<file path="config.mk">
export PLATFORM = sky130hd
export DESIGN_NAME = uart_cmd_decoder_flat
export DESIGN_NICKNAME = d
export VERILOG_FILES = /design/src/rtl/uart_cmd_decoder_if.sv /design/src/rtl/uart_cmd_decoder.sv /design/src/flat_wrapper.sv
export SDC_FILE = /design/constraint.sdc
export NUM_CORES = 1
export LEC_CHECK = 0
export BUFFER_PORTS_ARGS = -buffer_cell sky130_fd_sc_hd__buf_2
export CORE_MARGIN = 8
export CORE_UTILIZATION = 62
export DETAILED_ROUTE_END_ITERATION = 10
export PLACE_DENSITY = 0.84
export SYNTH_ARGS = -nofsm -noshare
export SYNTH_HDL_FRONTEND = slang
export SYNTH_SLANG_ARGS = --single-unit
</file>
<file path="constraint.sdc">
create_clock -name clk -period 3.2 [get_ports clk]
set_input_delay 0.64 -clock clk [delete_from_list [all_inputs] [get_ports clk]]
set_output_delay 0.64 -clock clk [all_outputs]
set_load 0.005 [all_outputs]
</file>
<file path="src/rtl/uart_cmd_decoder_if.sv">
// rtl/uart_cmd_decoder_if.sv - byte stream in / command strobe out bus for uart_cmd_decoder
// master drives received bytes and observes commands; slave is the decoder itself.
interface uart_cmd_decoder_if;
  logic [7:0] rx_data;
  logic       rx_done_tick;
  logic       cmd_valid;
  logic [7:0] cmd_code;
  logic [7:0] cmd_arg;
  logic       chk_err;
  logic       timeout_err;
  logic [7:0] err_count;
  logic       busy;

  modport master (
    output rx_data, rx_done_tick,
    input  cmd_valid, cmd_code, cmd_arg, chk_err, timeout_err, err_count, busy
  );

  modport slave (
    input  rx_data, rx_done_tick,
    output cmd_valid, cmd_code, cmd_arg, chk_err, timeout_err, err_count, busy
  );
endinterface

</file>
<file path="src/rtl/uart_cmd_decoder.sv">
// rtl/uart_cmd_decoder.sv - frames sync/code/arg/checksum packets from the UART byte stream
// Emits a one-cycle command strobe with held data, checksum and inter-byte timeout errors.
module uart_cmd_decoder #(
  parameter logic [7:0] SYNC_BYTE      = 8'hA5,
  parameter int          TIMEOUT_CYCLES = 1_000_000
) (
  input logic               clk,
  input logic               rst,
  uart_cmd_decoder_if.slave bus
);

  localparam int             CNT_W    = $clog2(TIMEOUT_CYCLES);
  localparam logic [CNT_W-1:0] TMO_LAST = CNT_W'(TIMEOUT_CYCLES - 1);
  localparam logic [CNT_W-1:0] CNT_ONE  = CNT_W'(1);

  typedef enum logic [1:0] {
    IDLE,
    GET_CMD,
    GET_ARG,
    GET_CHK
  } state_t;

  state_t           state;
  logic [7:0]       code_q;
  logic [7:0]       arg_q;
  logic [CNT_W-1:0] tmo_cnt;

  always_ff @(posedge clk or posedge rst) begin
    if (rst) begin
      state           <= IDLE;
      code_q          <= 8'h00;
      arg_q           <= 8'h00;
      tmo_cnt         <= '0;
      bus.cmd_valid   <= 1'b0;
      bus.cmd_code    <= 8'h00;
      bus.cmd_arg     <= 8'h00;
      bus.chk_err     <= 1'b0;
      bus.timeout_err <= 1'b0;
      bus.err_count   <= 8'h00;
      bus.busy        <= 1'b0;
    end else begin
      bus.cmd_valid   <= 1'b0;
      bus.chk_err     <= 1'b0;
      bus.timeout_err <= 1'b0;

      if (bus.rx_done_tick) begin
        // A byte always wins over an expiring timeout.
        tmo_cnt <= '0;
        case (state)
          IDLE: begin
            if (bus.rx_data == SYNC_BYTE) begin
              state    <= GET_CMD;
              bus.busy <= 1'b1;
            end
          end
          GET_CMD: begin
            code_q <= bus.rx_data;
            state  <= GET_ARG;
          end
          GET_ARG: begin
            arg_q <= bus.rx_data;
            state <= GET_CHK;
          end
          GET_CHK: begin
            state    <= IDLE;
            bus.busy <= 1'b0;
            if (bus.rx_data == (code_q ^ arg_q)) begin
              bus.cmd_code  <= code_q;
              bus.cmd_arg   <= arg_q;
              bus.cmd_valid <= 1'b1;
            end else begin
              bus.chk_err <= 1'b1;
              if (bus.err_count != 8'hFF) bus.err_count <= bus.err_count + 8'd1;
            end
          end
          default: begin
            state    <= IDLE;
            bus.busy <= 1'b0;
          end
        endcase
      end else if (state != IDLE) begin
        if (tmo_cnt == TMO_LAST) begin
          state           <= IDLE;
          bus.busy        <= 1'b0;
          tmo_cnt         <= '0;
          bus.timeout_err <= 1'b1;
          if (bus.err_count != 8'hFF) bus.err_count <= bus.err_count + 8'd1;
        end else begin
          tmo_cnt <= tmo_cnt + CNT_ONE;
        end
      end else begin
        tmo_cnt <= '0;
      end
    end
  end

endmodule

</file>
<file path="src/flat_wrapper.sv">
// flat-port wrapper written by rule: the top's interface ports become plain ports
module uart_cmd_decoder_flat 
#(
  parameter logic [7:0] SYNC_BYTE      = 8'hA5,
  parameter int          TIMEOUT_CYCLES = 1_000_000
)
  (clk, rst, bus_rx_data, bus_rx_done_tick, bus_cmd_valid, bus_cmd_code, bus_cmd_arg, bus_chk_err, bus_timeout_err, bus_err_count, bus_busy);
  uart_cmd_decoder_if bus_i ();
  input logic clk;
  input logic rst;
  input wire logic [$bits(bus_i.rx_data)-1:0] bus_rx_data;
  input wire logic [$bits(bus_i.rx_done_tick)-1:0] bus_rx_done_tick;
  output wire logic [$bits(bus_i.cmd_valid)-1:0] bus_cmd_valid;
  output wire logic [$bits(bus_i.cmd_code)-1:0] bus_cmd_code;
  output wire logic [$bits(bus_i.cmd_arg)-1:0] bus_cmd_arg;
  output wire logic [$bits(bus_i.chk_err)-1:0] bus_chk_err;
  output wire logic [$bits(bus_i.timeout_err)-1:0] bus_timeout_err;
  output wire logic [$bits(bus_i.err_count)-1:0] bus_err_count;
  output wire logic [$bits(bus_i.busy)-1:0] bus_busy;
  assign bus_i.rx_data = bus_rx_data;
  assign bus_i.rx_done_tick = bus_rx_done_tick;
  assign bus_cmd_valid = bus_i.cmd_valid;
  assign bus_cmd_code = bus_i.cmd_code;
  assign bus_cmd_arg = bus_i.cmd_arg;
  assign bus_chk_err = bus_i.chk_err;
  assign bus_timeout_err = bus_i.timeout_err;
  assign bus_err_count = bus_i.err_count;
  assign bus_busy = bus_i.busy;
  uart_cmd_decoder #(.SYNC_BYTE(SYNC_BYTE), .TIMEOUT_CYCLES(TIMEOUT_CYCLES)) u_core (.clk(clk), .rst(rst), .bus(bus_i));
endmodule
</file>
==> results of run 1 <==
Yosys cell counts (all sizes together):
cell type / instances / area [um^2]
a21oi: 7 / 38.8
buf: 3 / 23.8
clkbuf: 2 / 17.5
nand4: 4 / 25.0
dfrtp: 66 / 1650
or4: 1 / 11.3
nor4b: 2 / 23.8
o311ai: 1 / 26.3
a21o: 2 / 15.0
nand2: 15 / 56.3
o21ai: 2 / 10.0
mux2: 37 / 417
nor4: 3 / 33.8
nor3: 7 / 35.0
xor2: 8 / 70.1
and3: 4 / 25.0
a211oi: 1 / 12.5
xnor2: 13 / 114
nand2b: 1 / 6.26
or2: 2 / 15.0
nand3b: 1 / 7.51
nand3: 13 / 65.1
xnor3: 8 / 180
nor2: 25 / 93.8
a32o: 1 / 10.0
nor3b: 1 / 7.51
o41ai: 1 / 8.76
nand4b: 1 / 8.76
and4: 3 / 28.8
inv: 9 / 33.8
nor2b: 1 / 6.26
ha: 6 / 75.1
registers in the layout (all words and copies together), names as in the netlist:
register and flops:
u_core.bus.timeout_err 1, u_core.tmo_cnt 20, u_core.state 2, u_core.bus.busy 1, u_core.bus.chk_err 1, u_core.bus.err_count 8
u_core.code_q 8, u_core.bus.cmd_arg 8, u_core.bus.cmd_valid 1, u_core.arg_q 8, u_core.bus.cmd_code 8
how the worst max path moves through the flow:
stage	start	end	slack, ns
global placement	bus_rx_done_tick	u_core.bus.err_count[1]	0.87
detailed placement	bus_rx_done_tick	u_core.bus.err_count[1]	0.84
global route	u_core.state[0]	u_core.bus.err_count[1]	0.86
floorplan	bus_rx_done_tick	u_core.bus.err_count[1]	0.90
finish	u_core.state[0]	u_core.bus.err_count[1]	0.95
CTS	u_core.state[0]	u_core.bus.err_count[1]	0.92
layer usage:
layer  vias to the layer above  track usage, %  part of all wire, %
met2                        42            28.4                   51
li1                        970               -                    -
met4                         0            7.19                 0.88
met3                         5            3.77                  4.9
met5                         -               0                    0
met1                      1028            20.3                   44
cell usage in the layout (no fill, tap or decap), types with 8 or more instances in the layout:
| cell | Yosys | final |
|---|---|---|
| xnor3_1 | 8 | 8 |
| clkbuf_8 | 1 | 11 |
| nor2_1 | 25 | 25 |
| mux2_2 | 35 | 35 |
| dfrtp_1 | 66 | 66 |
| buf_2 | 1 | 38 |
| xnor2_1 | 13 | 13 |
| nand2_1 | 15 | 15 |
| nand3_1 | 13 | 13 |
| inv_1 | 9 | 8 |
| xor2_1 | 8 | 8 |
cells by family after synthesis:
logic type | Yosys count | share of synthesized area (%)
simple gates | 84 | 14.2
compound gates | 15 | 3.85
xor+xnor | 29 | 11.5
flops | 66 | 52.4
buf+inv | 14 | 2.38
fa+ha+maj | 6 | 2.38
mux | 37 | 13.2
through the flow:
step	total power [uW]	cells	hold slack [ns]
2_1_floorplan	1710	251	0.474
3_5_place_dp	1910	356	0.484
6_report	2620	372	0.379
3_3_place_gp	1870	356	0.463
4_1_cts	2640	372	0.387
5_1_grt	2750	372	0.402
power breakdown:
part / total, uW / internal, uW / switching (uW)
combinational: 739 / 408 / 331
sequential: 1170 / 1010 / 161
clock: 710 / 398 / 311
total: 2620 / 1820 / 804
layout make-up:
cell class,count,share of cell area (%)
clock buffers,11,4.18
clock inverters,5,1.45
inverters,9,0.933
multi-input cells,171,39.4
flip-flops and latches,66,45.6
well taps,70,2.42
repair buffers,40,6.01
critical path: cells and delay by family (launching register included):
kind	cells	cell delay (ns)
buffers and inverters	1	0.10
adders and majority gates	1	0.24
AOI/OAI and AO/OA	1	0.21
muxes	1	0.33
and+or+nand+nor	2	0.85
DFF	1	0.41
==> flow_metrics.env, run 1 <==
export IMPL_drv_cap=0
export IMPL_clockBufferDepth=2
export IMPL_firstDrtPassIters=6
export IMPL_worstMarginPinSlew_ns=0.712
export IMPL_wl_per_cell_um=16.1
export IMPL_ys_warn_count=0
export IMPL_syn_area_mm2=0.00315
export IMPL_worstHoldPathType="in -> async"
export IMPL_cts_tree="yes"
export IMPL_cp_start_kind="flop"
export IMPL_final_area_mm2=0.00362
export IMPL_cp_max_fo=7
export IMPL_dieWidth_um=87.3
export IMPL_hold_buffers=0
export IMPL_preCtsSetupSlack_ns=0.837
export IMPL_clock_fmax_mhz=444
export IMPL_htreeDepth=3
export IMPL_fin_worst_skew_ns=0.00873
export IMPL_outcome="complete, no violations"
export IMPL_clk_latency_ns=0.33
export IMPL_crit_chain="inv_1 -> ha_1 -> or2_4 -> or4_4 -> a21oi_2 -> mux2_1"
export IMPL_viasPerCell=5.50
export IMPL_ir_worst_vdd_v=0.000303
export IMPL_die_y_um=87.3
export IMPL_grt_max_degree=67
export IMPL_final_util_pct=72.3
export IMPL_ant_nets=0
export IMPL_core_area_mm2=0.00501
export IMPL_overflow=0
export IMPL_reg2reg_depth=6
export IMPL_synth_seq_cells=66
export IMPL_drcViolationCount=0
export IMPL_antenna_cells=0
export IMPL_antenna_found_initial=0
export IMPL_initial_core_util_pct=62.9
export IMPL_clockRootBuffer="clkbuf_8"
export IMPL_post_route_period_util_pct=70.3
export IMPL_relSlewSlack_pct=51.9
export IMPL_synthCells=251
export IMPL_arrival_ns=2.47
export IMPL_r2r_setup_slack_ns=0.95
export IMPL_maxSlewViolCount=0
export IMPL_grt_pass1_wl_mm=9.83
export IMPL_drt_initial_drc_count=75
export IMPL_rows=26
export IMPL_path_clk_slew_ns=0.07
export IMPL_num_vias=2045
export IMPL_worst_slack_ns=0.949
export IMPL_drive_gt1_share_pct=33.8
export IMPL_multi_input_area_mm2=0.00143
export IMPL_gp_congestion=0.818
export IMPL_fill_cells=364
export IMPL_die_area_mm2=0.00762
export IMPL_finalWirelength_mm=6.01
export IMPL_cp_slowest_cell="or4_4"
export IMPL_cp_end_kind="flop"
export IMPL_synth_nets=268
export IMPL_finalSetupViolCount=0
export IMPL_io_pin_count=39
export IMPL_placed_area_mm2=0.00342
export IMPL_worstSetupPathType="reg -> reg"
export IMPL_grt_pass1_vias=1999
export IMPL_grt_setup_unrepaired="false"
export IMPL_seq_area_mm2=0.00165
export IMPL_nets=314
export IMPL_hold_viol_final=0
export IMPL_synth_distinct_cells=41
export IMPL_numCtsBuffers=9
export IMPL_syn_avg_cell_area_um2=12.6
export IMPL_post_cts_setup_buffers=0
export IMPL_required_ns=3.42
export IMPL_yosysSeqAreaShare_pct=52.4
export IMPL_fin_crit_ns=2.25
export IMPL_grt_use_total_pct=16.9
export IMPL_final_setup_tns_ns=0
export IMPL_leakage_uw=0.00174
export IMPL_pwr_density_cell_mw_per_mm2=724
export IMPL_slowest_delay_ns=0.60
export IMPL_reg2reg_to="u_core.bus.err_count[1]"
export IMPL_cts_sinks=66
export IMPL_ctsResizeCount=0
export IMPL_portBuffers=38
export IMPL_rr_startpoint="u_core.state[0]"
export IMPL_syn_to_final_growth_pct=14.8
export IMPL_dp_hpwl_mm=3.98
Power figures use the tool's default switching activity.
==> inputs of run 2 (changes only) <==
CORE_UTILIZATION = 57   (was 62)
PLACE_DENSITY = 0.79   (was 0.84)
clock period = 2.3 ns   (was 3.2 ns; I/O delays follow)
==> run 2 against run 1 <==
Compared with the run above: global-route usage down 1.3 points; final cell count increased by 0.81%; utilization decreased by 5.5 points; worst hold slack got worse by 0.24 ns; via count grew 0.29%; register-to-register slack lost 0.88 ns; largest cell class unchanged.
==> flow_metrics.env, run 2 (synthesis gave the netlist of run 1 again) <==
export IMPL_hold_buffers=0
export IMPL_cts_tree="yes"
export IMPL_top_layer_used="met4"
export IMPL_numCtsBuffers=9
export IMPL_die_area_mm2=0.00817
export IMPL_dieWidth_um=90.4
export IMPL_seq_area_mm2=0.00165
export IMPL_dr_wl_met3_um=300
export IMPL_cp_end_kind="flop"
export IMPL_io_pin_count=39
export IMPL_portBuffers=38
export IMPL_grt_pass1_wl_mm=10.2
export IMPL_drt_initial_drc_count=86
export IMPL_antenna_found_initial=0
export IMPL_cp_slowest_cell="or4_4"
export IMPL_worstHoldPathType="in -> async"
export IMPL_wl_met2_mm=2.79
export IMPL_hold_viol_final=0
export IMPL_path_delay_family="simple AND/OR/NAND/NOR gates"
export IMPL_relSlewSlack_pct=66.1
export IMPL_cp_max_fo=7
export IMPL_clockBufferDepth=2
export IMPL_finalWirelength_mm=6.02
export IMPL_crit_cells=6
export IMPL_worstMarginPinSlew_ns=0.508
export IMPL_syn_to_final_growth_pct=15.2
export IMPL_nets=316
export IMPL_worst_path_buf_inv=1
export IMPL_firstDrtPassIters=4
export IMPL_post_cts_setup_buffers=0
export IMPL_core_area_mm2=0.00544
export IMPL_fin_cells=375
export IMPL_p_total_uw=3590
export IMPL_slowest_delay_ns=0.60
export IMPL_num_vias=2051
export IMPL_grt_max_degree=44
export IMPL_grt_use_total_pct=15.6
export IMPL_fin_crit_ns=2.23
export IMPL_largest_reg_flops=20
export IMPL_required_ns=2.52
export IMPL_final_common_cell="dfrtp_1"
export IMPL_worstSetupPathType="reg -> reg"
export IMPL_ir_worst_vdd_v=0.000487
export IMPL_wl_per_cell_um=16.1
export IMPL_gp_congestion=0.832
export IMPL_clk_latency_ns=0.34
export IMPL_final_cell_mix="dfrtp_1 (66), buf_2 (38), mux2_2 (35), nor2_1 (25), nand2_1 (15)"
export IMPL_wl_met1_mm=2.76
export IMPL_htreeDepth=3
export IMPL_drcViolationCount=0
export IMPL_crit_chain="inv_1 -> ha_1 -> or2_4 -> or4_4 -> a21oi_1 -> mux2_2"
export IMPL_cp_start_kind="flop"
export IMPL_drv_cap=0
export IMPL_dp_cells=360
export IMPL_outcome="complete, no violations"
export IMPL_worst_slack_ns=0.0670
export IMPL_arrival_ns=2.46
export IMPL_leakage_uw=0.00174
export IMPL_ant_nets=0
export IMPL_reg2reg_depth=6
export IMPL_dp_hpwl_mm=4.18
export IMPL_die_y_um=90.4
export IMPL_fill_cells=420
export IMPL_final_util_pct=66.8
export IMPL_clock_fmax_mhz=448
export IMPL_finalSetupViolCount=0
export IMPL_grt_setup_unrepaired="true"
export IMPL_clockRootBuffer="clkbuf_8"
export IMPL_maxSlewViolCount=0
export IMPL_post_route_period_util_pct=97.1
export IMPL_drive_gt1_share_pct=33.3
export IMPL_pwr_density_cell_mw_per_mm2=989
export IMPL_grt_pass1_vias=2121
export IMPL_cts_sinks=66
export IMPL_overflow=0
export IMPL_preCtsSetupSlack_ns=0.0773
export IMPL_top_register="u_core.tmo_cnt"
export IMPL_ctsResizeCount=0
export IMPL_rows=27
export IMPL_path_clk_slew_ns=0.07
export IMPL_antenna_cells=0
export IMPL_fin_worst_skew_ns=0.00710
export IMPL_multi_input_area_mm2=0.00143
export IMPL_initial_core_util_pct=58.0
export IMPL_viasPerCell=5.47
run 2: metal layers:
layer	track usage (%)	up-vias
met5	0	-
met4	9.71	0
met3	4.24	14
met2	22.9	45
met1	20.1	1017
li1	-	975
run 2: power breakdown:
part           total (uW)  internal, uW  switching, uW
registers            1630          1410            227
logic                1030           579            447
clock network         932           521            411
run 2: final timing paths:
| check | startpoint | to | slack (ns) |
|---|---|---|---|
| setup / recovery | u_core.state[0] | u_core.bus.err_count[4] | 0.07 |
| hold / removal | rst | u_core.bus.err_count[0] | 0.14 |
| setup reg to reg | u_core.state[0] | u_core.bus.err_count[4] | 0.07 |
| hold reg to reg | u_core.bus.err_count[5] | u_core.bus.err_count[5] | 0.48 |
| max in group asynchronous | rst | u_core.tmo_cnt[18] | 1.56 |
| min in group clk | bus_rx_data[6] | u_core.code_q[6] | 0.42 |
run 2: final cells by class:
| cell class | instances | share of cell area [%] |
|---|---|---|
| clock buffers | 12 | 4.00 |
| clock inverters | 3 | 1.10 |
| inverters | 9 | 0.930 |
| multi-input cells | 171 | 39.3 |
| flip-flops and latches | 66 | 45.5 |
| well taps | 72 | 2.48 |
| repair buffers | 42 | 6.75 |
run 2: per-stage QoR:
step / area [um^2] / hold slack [ns] / TNS, ns
6_report: 3630 / 0.142 / 0
5_1_grt: 3630 / 0.180 / -0.00381
2_1_floorplan: 3150 / 0.474 / 0
4_1_cts: 3630 / 0.150 / 0
3_5_place_dp: 3450 / 0.474 / 0
3_3_place_gp: 3450 / 0.463 / 0
run 2: worst reg2reg max path: stages, from the launching register on:
cell,delay (ns)
dfrtp_1,0.39
inv_1,0.10
ha_1,0.24
or2_4,0.25
or4_4,0.60
a21oi_1,0.20
mux2_2,0.35
==> inputs of run 3 (changes only) <==
CTS_CLUSTER_DIAMETER = 30   (was default)
REMOVE_ABC_BUFFERS = 1   (was default)
==> run 3 against run 2 <==
Compared with the run above: combinational power hardly changed; largest cell class unchanged; final area is 1.1% higher; final cell count is 0.80% higher; critical path type unchanged.
==> flow_metrics.env, run 3 (synthesis gave the netlist of run 1 again) <==
export IMPL_final_area_mm2=0.00367
export IMPL_clk_latency_ns=0.34
export IMPL_grt_setup_unrepaired="true"
export IMPL_nets=318
export IMPL_reg2reg_to="u_core.bus.err_count[6]"
export IMPL_initial_core_util_pct=58.0
export IMPL_crit_path_start="u_core.state[1]"
export IMPL_clock_fmax_mhz=448
export IMPL_drv_cap=0
export IMPL_p_total_uw=3710
export IMPL_pwr_density_cell_mw_per_mm2=1010
export IMPL_finalWirelength_mm=5.89
export IMPL_hold_viol_final=0
export IMPL_overflow=0
export IMPL_grt_max_degree=54
export IMPL_top_register="u_core.tmo_cnt"
export IMPL_largest_reg_flops=20
export IMPL_num_vias=2010
export IMPL_fill_cells=393
export IMPL_final_common_cell="dfrtp_1"
export IMPL_fin_crit_ns=2.23
export IMPL_antenna_cells=0
export IMPL_outcome="complete, no violations"
export IMPL_cp_end_kind="flop"
export IMPL_worstSetupPathType="reg -> reg"
export IMPL_holdWs_ns=0.0748
export IMPL_worstHoldPathType="in -> async"
export IMPL_leakage_uw=0.00175
export IMPL_cp_max_fo=7
export IMPL_path_clk_slew_ns=0.07
export IMPL_portBuffers=38
export IMPL_die_area_mm2=0.00817
export IMPL_final_setup_tns_ns=0
export IMPL_grt_pass1_wl_mm=10.5
export IMPL_fin_worst_skew_ns=0.0121
export IMPL_reg2reg_depth=6
export IMPL_syn_to_final_growth_pct=16.5
export IMPL_maxSlewViolCount=0
export IMPL_cts_sinks=66
export IMPL_io_pin_count=39
export IMPL_r2r_setup_slack_ns=0.07
export IMPL_drt_initial_drc_count=83
export IMPL_final_cell_mix="dfrtp_1 (66), buf_2 (38), mux2_2 (35), nor2_1 (25), nand2_1 (15)"
export IMPL_gp_congestion=0.814
export IMPL_wl_per_cell_um=15.6
export IMPL_grt_pass1_vias=2180
export IMPL_worstMarginPinSlew_ns=0.516
export IMPL_placed_area_mm2=0.00343
export IMPL_clockRootBuffer="clkbuf_8"
export IMPL_rows=27
export IMPL_drive_gt1_share_pct=34.0
export IMPL_cts_tree="yes"
export IMPL_dieWidth_um=90.4
export IMPL_final_util_pct=67.5
export IMPL_clockBufferDepth=2
export IMPL_antenna_found_initial=0
export IMPL_rr_startpoint="u_core.state[1]"
export IMPL_required_ns=2.52
export IMPL_grt_use_total_pct=15.7
export IMPL_ant_nets=0
export IMPL_firstDrtPassIters=4
export IMPL_dp_hpwl_mm=4.10
export IMPL_drcViolationCount=0
export IMPL_finalSetupViolCount=0
export IMPL_arrival_ns=2.45
export IMPL_viasPerCell=5.32
export IMPL_ir_worst_vdd_v=0.000659
export IMPL_numCtsBuffers=9
export IMPL_relSlewSlack_pct=65.5
export IMPL_cp_start_kind="flop"
export IMPL_htreeDepth=3
export IMPL_die_y_um=90.4
export IMPL_core_area_mm2=0.00544
export IMPL_post_route_period_util_pct=97.0
[run 3: cell types whose count changed in the layout (fill, tap and decap cells not counted), sizes merged]
cell,before,now
bufinv,1,2
clkinv,2,1
clkinvlp,0,1
buf,42,44
[run 3: layout make-up]
| cell class | count | area [um^2] | share of cell area (%) |
|---|---|---|---|
| multi-input combinational | 171 | 1440 | 39.1 |
| timing repair buffer | 44 | 248 | 6.75 |
| inverter | 9 | 33.8 | 0.920 |
| clock inverter | 4 | 76.3 | 2.08 |
| tap | 72 | 90.1 | 2.45 |
| sequential | 66 | 1650 | 45.0 |
| clock buffer | 12 | 135 | 3.68 |
[run 3: how the worst max path moves through the flow]
| stage | slack [ns] | end |
|---|---|---|
| 2_1_floorplan | 0.14 | u_core.bus.cmd_arg[0] |
| 3_3_place_gp | 0.13 | u_core.bus.err_count[6] |
| 3_5_place_dp | 0.06 | u_core.bus.err_count[1] |
| 4_1_cts | 0.05 | u_core.bus.err_count[1] |
| 5_1_grt | -0.02 | u_core.bus.err_count[6] |
| 6_report | 0.07 | u_core.bus.err_count[6] |
[run 3: what timing repair did]
action                                  CTS  global route
hold buffers                              0             0
gates resized for setup                   0             2
buffers inserted                          0             2
endpoints found under the setup margin    0             5
[run 3: worst max-delay path, stage by stage, from the launching register on]
cell     delay [ns]
dfrtp_1        0.41
inv_1          0.08
ha_1           0.22
or2_4          0.25
or4_4          0.61
a21oi_1        0.19
mux2_2         0.35
[run 3: layer usage]
metal | track usage, % | part of all wire [%] | up-vias
met5 | 0 | 0 | -
met4 | 8.04 | 2.2 | 0
met3 | 3.66 | 3.2 | 12
met2 | 24.4 | 48 | 31
met1 | 20.1 | 46 | 990
li1 | - | - | 977
[run 3: power by group]
group	leakage, uW	total, uW	internal (uW)	switching, uW
combinational	0.000780	1060	594	465
clock	0.000101	1050	614	432
sequential	0.000870	1610	1400	202
total	0.00175	3710	2610	1100
[run 3: per-stage QoR]
stage / worst slack [ns] / cells
floorplan: 0.135 / 246
global placement: 0.132 / 360
detailed placement: 0.0620 / 360
CTS: 0.0460 / 376
global route: -0.0244 / 378
finish: 0.0698 / 378
